### config.mk
export PLATFORM = sky130hd
export DESIGN_NAME = wb_stage
export DESIGN_NICKNAME = d
export VERILOG_FILES = /design/src/rtl/cpu_pkg.sv /design/src/rtl/wb_stage.sv
export SDC_FILE = /design/constraint.sdc
export NUM_CORES = 1
export LEC_CHECK = 0
export CAP_MARGIN = 15
export CORE_MARGIN = 10
export CORE_UTILIZATION = 43
export CTS_BUF_LIST = sky130_fd_sc_hd__clkbuf_16
export DETAILED_ROUTE_END_ITERATION = 8
export GPL_TIMING_DRIVEN = 0
export PLACE_DENSITY = 0.75
export SLEW_MARGIN = 20
export SYNTH_ARGS = -nofsm -noshare
export SYNTH_HDL_FRONTEND = slang
export SYNTH_SLANG_ARGS = --single-unit
### constraint.sdc
create_clock -name CLK -period 1.55 [get_ports CLK]
set_input_delay 0.31 -clock CLK [delete_from_list [all_inputs] [get_ports CLK]]
set_output_delay 0.31 -clock CLK [all_outputs]
set_load 0.005 [all_outputs]
### src/rtl/cpu_pkg.sv
// Shared CPU definitions: ALU opcode encodings and the write-back FIFO state,
// plus occupancy step helpers used by the write-back stage.
package cpu_pkg;

   typedef enum logic [2:0] {
      OP_AND  = 3'b000,
      OP_OR   = 3'b001,
      OP_XOR  = 3'b010,
      OP_SUB  = 3'b011,
      OP_ADD  = 3'b100,
      OP_SHL  = 3'b101,
      OP_SHR  = 3'b110,
      OP_PASS = 3'b111
   } alu_op_t;

   typedef enum logic [1:0] {
      ST_EMPTY = 2'd0,
      ST_ONE   = 2'd1,
      ST_FULL  = 2'd2
   } fifo_state_t;

   function automatic fifo_state_t state_inc(input fifo_state_t s);
      return (s == ST_EMPTY) ? ST_ONE : ST_FULL;
   endfunction

   function automatic fifo_state_t state_dec(input fifo_state_t s);
      return (s == ST_FULL) ? ST_ONE : ST_EMPTY;
   endfunction

endpackage

### src/rtl/wb_stage.sv
// Write-back stage: 2-entry FIFO between ALU and register file, flags updated on add.
// Optional forwarding of the youngest buffered entry with WB_STAGE_FWD_EN.
module wb_stage
   import cpu_pkg::*;
#(
   parameter int DATA_W = 8,
   parameter int ADDR_W = 3
) (
   input  logic              CLK,
   input  logic              RESET,
   input  logic              IN_VALID,
   output logic              IN_READY,
   input  logic [2:0]        IN_OP,
   input  logic [DATA_W-1:0] IN_RES,
   input  logic [1:0]        IN_OVF,
   input  logic              IN_ZF,
   input  logic [ADDR_W-1:0] IN_DST,
   output logic              RF_WE,
   output logic [ADDR_W-1:0] RF_ADDR,
   output logic [DATA_W-1:0] RF_DATA,
   input  logic              RF_READY,
   output logic              FLAG_Z,
`ifdef WB_STAGE_FWD_EN
   output logic [1:0]        FLAG_C,
   output logic              FWD_VALID,
   output logic [ADDR_W-1:0] FWD_ADDR,
   output logic [DATA_W-1:0] FWD_DATA
`else
   output logic [1:0]        FLAG_C
`endif
);

   fifo_state_t       state;
   logic              wr_ptr;
   logic              rd_ptr;
   logic [ADDR_W-1:0] addr_mem [2];
   logic [DATA_W-1:0] data_mem [2];
   logic              push;
   logic              pop;

   // When full, a slot frees up in the same cycle the register file takes the oldest entry.
   assign IN_READY = (state != ST_FULL) || RF_READY;
   assign RF_WE    = (state != ST_EMPTY);
   assign RF_ADDR  = addr_mem[rd_ptr];
   assign RF_DATA  = data_mem[rd_ptr];
   assign push     = IN_VALID && IN_READY;
   assign pop      = RF_WE && RF_READY;

`ifdef WB_STAGE_FWD_EN
   assign FWD_VALID = (state != ST_EMPTY);
   assign FWD_ADDR  = addr_mem[~wr_ptr];
   assign FWD_DATA  = data_mem[~wr_ptr];
`endif

   always_ff @(posedge CLK or posedge RESET) begin
      if (RESET) begin
         state    <= ST_EMPTY;
         wr_ptr   <= 1'b0;
         rd_ptr   <= 1'b0;
         FLAG_Z   <= 1'b0;
         FLAG_C   <= 2'b00;
         // NOTE: the two storage slots are reset so RF_ADDR/RF_DATA read zero out of reset.
         addr_mem <= '{default: '0};
         data_mem <= '{default: '0};
      end else begin
         if (push) begin
            addr_mem[wr_ptr] <= IN_DST;
            data_mem[wr_ptr] <= IN_RES;
            wr_ptr           <= ~wr_ptr;
            if (IN_OP == OP_ADD) begin
               FLAG_Z <= IN_ZF;
               FLAG_C <= IN_OVF;
            end
         end
         if (pop) begin
            rd_ptr <= ~rd_ptr;
         end
         unique case ({push, pop})
            2'b10:   state <= state_inc(state);
            2'b01:   state <= state_dec(state);
            default: state <= state;
         endcase
      end
   end

endmodule

* Word-level counts from Yosys, hierarchy flattened
Index checks and enable logic that the tools add are counted.
Operators by class: mux-type cells 15, reductions and logical operators 8, eq/ne operators 5, magnitude comparators 3, bitwise gates (word level) 4
Operator list (count):
- 2-to-1 mux 8 bit | 4
- bitwise mux 16 bit | 1
- 2-to-1 mux 3 bit | 4
- demux 8 bit (select 1 bit) | 1
- bitwise mux 6 bit | 1
- equality test 2 bit (second input constant) | 2
- >= comparator 2 bit (second input constant) | 2
- NOT 1 -> 2 bit | 2
- one-hot mux 2 bit (2 select lines) | 1
- nonzero test 2 bit | 2
- demux 3 bit (select 1 bit) | 1
- equality test 3 bit (second input constant) | 1
- logical AND 1 bit | 3
- equality test 2 x 1 -> 1 bit (second input constant) | 1
- zero test 2 bit | 1
- less-than comparator 2 x 1 -> 1 bit (second input constant) | 1
- 2-to-1 mux 2 bit | 1
- inequality test 2 bit (second input constant) | 1
- NOT 1 bit | 2
- AND reduction 2 bit | 1
- logical OR 1 bit | 1
- 2-to-1 mux 1 bit | 1
Storage, ports and cells: logic and storage cells 44, bits in registers 29, input bits 21, output and inout bits 16

* Longest topological paths before layout
depth after elaboration 6, depth in mapped cells 7, mapped depth without buffers 6

* Worst setup path before layout
Ideal clock, no wire load.
path type reg-to-reg, from register state[0], to register addr_mem[3] (netlist name), period minus slack after synthesis 1.631 ns, stages on the path, launching flop included 6, required time 1.425 ns, buffers on the path 2, slack -0.081 ns, setup time 0.125 ns, arrival time 1.506 ns, cell sequence dfrtp_1 -> or3b_1 -> buf_2 -> and3b_4 -> buf_6 -> mux2_4
Between the ends: word-level cells in the longest chain between the ends 3
RTL lines:
- from (decl) | RTL line wb_stage.sv:33 | fifo_state_t state;
- from (signal assigned) | RTL line wb_stage.sv:79 | 2'b10: state <= state_inc(state);
- from (signal assigned) | RTL line wb_stage.sv:80 | 2'b01: state <= state_dec(state);
- from (signal assigned) | RTL line wb_stage.sv:81 | default: state <= state;
- inequality test 2 bit | RTL line wb_stage.sv:42 | assign IN_READY = (state != ST_FULL) || RF_READY;
- logical OR 1 bit | RTL line wb_stage.sv:42
- named net IN_READY | RTL line wb_stage.sv:12 | output logic IN_READY,
- logical AND 1 bit | RTL line wb_stage.sv:46 | assign push = IN_VALID && IN_READY;
- to (signal assigned) | RTL line wb_stage.sv:63 | addr_mem <= '{default: '0};
- to (signal, indexed assignment) | RTL line wb_stage.sv:67 | addr_mem[wr_ptr] <= IN_DST;
- to (decl) | RTL line wb_stage.sv:36 | logic [ADDR_W-1:0] addr_mem [2];
The timed path passes the listed nets, and every way through them passes these cells. A chain may end at the register's enable or synchronous reset.

* Worst setup path after layout
from register rd_ptr, to output port RF_DATA[2]
Between the ends: word-level cells in the longest chain between the ends 4
RTL lines:
- from (decl) | RTL line wb_stage.sv:35 | logic rd_ptr;
- from (signal assigned) | RTL line wb_stage.sv:76 | rd_ptr <= ~rd_ptr;
- NOT 1 -> 2 bit (not written as such) | RTL line wb_stage.sv:45 | assign RF_DATA = data_mem[rd_ptr];
- 2-to-1 mux 8 bit (not written as such) (3 in a row) | RTL line wb_stage.sv:45
- to (decl) | RTL line wb_stage.sv:20 | output logic [DATA_W-1:0] RF_DATA,
Every way passes these cells. The select of a mux whose other input is x is not followed.

==> results.py <==
metrics = {
    "status": {
        "run_status": "finished with violations",
        "violations": "negative setup slack",
    },
    "grt": {
        "grt_pass1_vias": 1103,
        "antenna_found_initial": 0,
        "grt_usage": 0.120,
        "gr-total-overflow": 0,
        "grt_pass1_wl_um": 5530,
        "grt_max_degree": 30,
    },
    "cts": {
        "ctsHoldBuffers": 0,
        "clockBufferDepth": 2,
        "cts_tree": "yes",
        "clkLatencyLatePin_ns": 0.27,
        "cts.sinks": 29,
        "htree_levels": 2,
        "cts-buffers-inserted": 5,
        "clkTransAtPathRegs_ns": 0.05,
        "cts-root-buf": "clkbuf_16",
    },
    "floorplan": {
        "core_area_sq_um": 3050,
        "start_util": 0.448,
        "die_w_um": 76.4,
        "design.portCount": 37,
        "die_area_sq_um": 5840,
        "rows": 20,
        "die_h_um": 76.4,
    },
    "critical_path": {
        "cp_max_fo": 5,
        "r2r_start": "state[0]",
        "critPathArrivalTime_ns": 1.36,
        "startpoint": "rd_ptr",
        "worstPathRequired_ns": 1.24,
        "path_class": "flip-flop to output port",
        "end_kind": "output port",
        "cp-start-kind": "flip-flop",
    },
    "synth": {
        "syn_nets": 110,
        "ys_warn_count": 0,
        "ys_types": 20,
        "async_flop_share": 1.00,
        "ys_seq_elements": 29,
        "synth_cells": 88,
        "ys_seq_area_frac": 0.531,
        "synth_edf_count": 0,
        "synth_top_area_share": 0.531,
        "syn_area_per_cell_sq_um": 15.5,
        "synth_top_area_cell": "dfrtp_1",
        "yosys-top-cells-area": "dfrtp_1 53%, mux2_4 22%, mux2_2 13%",
        "yosysMostFrequentCell": "dfrtp_1",
        "yosys_most_used_dff": "dfrtp_1",
        "synth_top_cells_by_count": "29 x dfrtp_1, 20 x mux2_4, 16 x mux2_2, 3 x nand2_1",
        "synth_area_sq_um": 1370,
    },
    "power_and_ir_drop": {
        "seqPwrFrac": 0.284,
        "peakVddDrop_mv": 1.05,
        "p_int_uw": 3520,
        "power_leakage_uw": 0.00101,
        "power.density_nw_per_um2": 2230,
        "swShare": 0.276,
        "p_switching_uw": 1340,
        "power_frac_comb": 0.539,
        "p_clk_frac": 0.177,
    },
    "timing": {
        "period_share": 1.08,
        "fin_hold_ws_ns": 0.429,
        "fin_skew_ns": 0.00183,
        "setup_viol": 22,
        "hold_viol": 0,
        "rsz0062_at_grt": "true",
        "finalMaxSlewViolations": 0,
        "worst_slack_ns": -0.123,
        "slew_headroom": 0.605,
        "fmax_mhz": 598,
        "period_minus_slack_ns": 1.67,
        "tightest_slew_ns": 0.592,
    },
    "drt": {
        "drcViolationCount": 0,
        "viasPerCell": 4.79,
        "ant_nets": 0,
        "first_iter_violations": 30,
        "first_pass_iters": 4,
        "wl_per_cell_um": 17.8,
        "vias": 924,
        "wl_um": 3440,
    },
    "cells_and_area": {
        "drive_above_1_share": 0.584,
        "area_delta_synth_final_pct": 59.5,
        "antennaDiodeCount": 0,
        "fin_util": 0.714,
        "finalNetCount": 171,
    },
    "flow_run": {
        "maxCapViolations": 0,
    },
    "placement": {
        "portBuffers": 36,
        "finalWeightedCongestion": 0.657,
        "dp_slack_ns": -0.510,
        "hpwl_um": 2110,
    },
    "hold_path": {
        "hp-class": "primary input to async pin",
    },
}
-- power groups by stage --
stage | logic (uW) | clock network (uW) | registers [uW]
floorplan | 1180 | 0 | 1300
global placement | 1910 | 0 | 1330
detailed placement | 1950 | 0 | 1370
CTS | 2500 | 883 | 1370
global route | 2790 | 933 | 1430
finish | 2620 | 860 | 1380
-- repair_timing --
| item | 4_1_cts | 5_1_grt |
|---|---|---|
| setup endpoints to repair | 38 | 36 |
| resized for setup | 88 | 7 |
| pin swaps | 3 | 3 |
| buffers inserted | 14 | 3 |
| gates cloned | 2 | 1 |
-- critical path: stages, from the launching register on --
cell     delay [ns]
dfrtp_1        0.42
buf_6          0.16
buf_6          0.11
mux2_4         0.29
buf_6          0.12
-- layout by cell type (no fill, tap or decap) --
master,count
buf_2,2
ha_4,1
and3_4,2
buf_16,1
a21oi_1,1
and3b_4,1
xnor2_1,1
clkbuf_2,1
or3b_4,1
a21oi_2,1
mux2_4,28
buf_4,11
nor3b_1,1
or2_4,1
nand2_1,2
buf_6,18
dlygate4sd2_1,1
inv_2,2
clkbuf_16,5
nand3_1,1
o21ai_1,1
mux2_2,8
buf_12,1
clkdlybuf4s50_1,22
xor2_1,1
and2_4,1
nand2_4,1
inv_1,1
dfrtp_1,29
xnor2_2,1
clkinv_1,1
-- flip-flops by register name, indices dropped and copies added (netlist names) --
register / count
FLAG_Z: 1
rd_ptr: 1
addr_mem: 6
data_mem: 16
state: 2
FLAG_C: 2
wr_ptr: 1
-- per-layer routing --
layer | track usage | part of all wire | wire, um | vias to the layer above
li1 | - | - | - | 428
met1 | 0.126 | 0.41 | 1410 | 457
met2 | 0.203 | 0.49 | 1690 | 34
met3 | 0.0531 | 0.081 | 280 | 5
met4 | 0.0502 | 0.015 | 51 | 0
met5 | 0 | 0 | 0 | -
-- through the flow --
step | cell area (sq um) | instances | total power (uW) | TNS, ns
2_1_floorplan | 1380 | 88 | 2480 | -0.936
3_3_place_gp | 1800 | 168 | 3240 | -16.99
3_5_place_dp | 1800 | 168 | 3320 | -19.17
4_1_cts | 2120 | 189 | 4750 | -1.49
5_1_grt | 2180 | 193 | 5160 | -2.50
6_report | 2180 | 193 | 4860 | -1.64
-- final timing paths --
kind / end / slack, ns / depth (start not counted)
setup / recovery: RF_DATA[2] / -0.12 / 4
hold / removal: addr_mem[3] / 0.43 / 2
setup reg to reg: data_mem[14] / -0.09 / 4
hold reg to reg: data_mem[6] / 0.51 / 1
max in group asynchronous: data_mem[3] / 0.73 / 2
min in group CLK: data_mem[6] / 0.51 / 1
-- kinds of logic after synthesis --
logic type,count (synthesis),share of synthesized area
buffers and inverters,6,0.0284
and+or+nand+nor,10,0.0503
AOI/OAI and AO/OA,3,0.0110
muxes,36,0.351
DFF,29,0.531
xor gates and xnor gates,3,0.0192
adders and majority gates,1,0.00915
-- area by class of cell --
cell class	count	area, sq um
Inverter	2	7.51
Fill cell	239	872
Multi-Input combinational cell	54	683
Tap cell	44	55.1
Sequential cell	29	726
Buffer	2	31.3
Clock inverter	2	7.51
Timing Repair Buffer	55	546
Clock buffer	5	125
(Power assumes the default switching activity.)
==> variant (same flow settings) <==
Register the output `FLAG_Z` once more, with the module's reset; this adds one clock of latency there. The other outputs are not delayed to match.
--- a/src/rtl/wb_stage.sv
+++ b/src/rtl/wb_stage.sv
@@ -30,6 +30,8 @@
 `endif
 );
 
+   logic FLAG_Z_s0;
+
    fifo_state_t       state;
    logic              wr_ptr;
    logic              rd_ptr;
@@ -57,7 +59,7 @@
          state    <= ST_EMPTY;
          wr_ptr   <= 1'b0;
          rd_ptr   <= 1'b0;
-         FLAG_Z   <= 1'b0;
+         FLAG_Z_s0 <= 1'b0;
          FLAG_C   <= 2'b00;
          // NOTE: the two storage slots are reset so RF_ADDR/RF_DATA read zero out of reset.
          addr_mem <= '{default: '0};
@@ -68,7 +70,7 @@
             data_mem[wr_ptr] <= IN_RES;
             wr_ptr           <= ~wr_ptr;
             if (IN_OP == OP_ADD) begin
-               FLAG_Z <= IN_ZF;
+               FLAG_Z_s0 <= IN_ZF;
                FLAG_C <= IN_OVF;
             end
          end
@@ -83,5 +85,13 @@
       end
    end
 
+   always_ff @(posedge CLK or posedge RESET) begin
+      if (RESET) begin
+         FLAG_Z <= '0;
+      end else begin
+         FLAG_Z <= FLAG_Z_s0;
+      end
+   end
+
 endmodule
 
Function: changed (Yosys sat finds a counterexample within 4 cycles, from zero or initial values and one cycle with RESET high).
==> variant against the unedited design <==
- critical path type unchanged
- area after synthesis is 1.8% higher
- first-iteration DRC count rose by 3.3%
- worst setup slack worse by 0.025 ns
- clock power is 26% higher
- synthesized cell count up 1.1%
- the flow still finishes with violations (negative setup slack)
- wire length grew 2.5%
- die area grew 1.4%
- final area up 1.8%
- sequential cell count grew 1
- highest routed layer unchanged
- total power increased by 4.9%
- sequential share of layout area increased by 0.55 points
==> variant: results (changes against the unedited design) <==
status finished with violations; failing checks negative setup slack; clk_skew 0.00388 ns (+0.00205 ns); most frequent cells after synthesis dfrtp_1 (30), mux2_4 (20), mux2_2 (16), nand2_1 (3); Max VDD drop 1110 uV (+5.8%); worst slew pin tran 0.621 ns (+0.0287 ns); Hold Path End FLAG_Z; via count 929 (+0.54%); leakage 0.00102 uW (+1.1%); largest net degree at the start of global routing 31 (+3.3%); Crit path largest cell delay 0.42 ns (about the same); HPWL Detailed 2020 um (-3.9%); Seq/Total Area, Yosys 53.9% (+0.84 points); R2R Setup Slk -0.04 ns (+0.05 ns); vias in the first global route 1138 (+3.2%); Critical Path AT 1.39 ns (+0.03 ns); final worst hold slack 0.370 ns (-0.0588 ns); Setup WS post-layout -0.147 ns (-0.0248 ns); GRT Total Usage 12.5% (+0.49 points); Yosys cell types 20 (unchanged); Final Hold Viols 0 (unchanged); FF-to-FF path depth 4 (unchanged); WHS Path Cells 0; layout cells sized above 1 59.9% (+1.5 points); final setup violation count 32 (+45%); Diodes inserted 0 (unchanged); DP Worst Slack -0.530 ns (-0.0196 ns); crit-path max FO 4 (-1); Placed Instance Area 1820 um^2 (+1.4%); initial DRC count 31 (+3.3%); H-tree lvl count 2 (unchanged); buffers added on ports 36 (unchanged); Hold/Removal Path Class register to register; GPL Wtd Cong 0.656 (-0.24%); fillers 210 (-12%); drt total wl 3530 um (+2.5%); first-pass GRT wire length 5910 um (+6.9%); Sw Ratio 27.3% (-0.23 points); layout net count 168 (-1.8%); top cells by area, synth dfrtp_1 (54%), mux2_4 (22%), mux2_2 (13%); syn nets 111 (+0.91%); hold path startpoint FLAG_Z_s0; Initial DRT Pass Iterations 4 (unchanged)
[variant: worst max path at each step]
stage / from / to / cells after the start
floorplan: state[0] / addr_mem[3] / 5
global placement: rd_ptr / RF_ADDR[0] / 3
detailed placement: rd_ptr / RF_ADDR[0] / 3
CTS: rd_ptr / RF_ADDR[0] / 4
global route: rd_ptr / RF_ADDR[0] / 4
finish: rd_ptr / RF_DATA[4] / 4
[variant: power groups by stage]
stage | Combinational [uW] | Clock (uW) | Sequential, uW
5_1_grt | 2760 | 1140 | 1480
2_1_floorplan | 1180 | 0 | 1340
4_1_cts | 2560 | 1100 | 1410
3_5_place_dp | 1940 | 0 | 1400
3_3_place_gp | 1910 | 0 | 1370
6_report | 2590 | 1080 | 1430
[variant: per-layer routing]
layer / track usage (%) / wire, um / share of wire [%]
met1: 13.6 / 1460 / 41
met3: 5.59 / 224 / 6.4
met5: 0 / 0 / 0
met2: 21.2 / 1830 / 52
met4: 3.90 / 12 / 0.34
[variant: area by class of cell]
type | count | area (um^2) | share of cell area (%)
clock inverters | 3 | 40.0 | 1.80
inverters | 2 | 7.51 | 0.338
well taps | 44 | 55.1 | 2.48
multi-input cells | 54 | 691 | 31.1
repair buffers | 51 | 519 | 23.4
flip-flops and latches | 30 | 751 | 33.8
plain buffers | 2 | 31.3 | 1.41
clock buffers | 5 | 125 | 5.64
[variant: what timing repair did]
item	4_1_cts	5_1_grt
setup buffers	12	1
pin swaps	2	3
setup endpoints to repair	38	37
gates resized for setup	96	3
cloned	3	0
[variant: kinds of logic after synthesis]
kind of cell	synth area share (%)
buffers and inverters	2.78
and+or+nand+nor	4.94
adders and majority gates	0.898
AOI/OAI and AO/OA	1.08
muxes	34.5
DFF	53.9
xor gates and xnor gates	1.89
[variant: per-stage QoR]
step	std cells	total power (uW)	setup TNS (ns)	util, %
detailed placement	169	3340	-20.68	59.2
CTS	190	5070	-1.50	71.5
floorplan	89	2520	-0.936	-
global route	191	5390	-2.31	72.1
finish	191	5100	-1.46	72.1
global placement	169	3280	-18.05	59.2
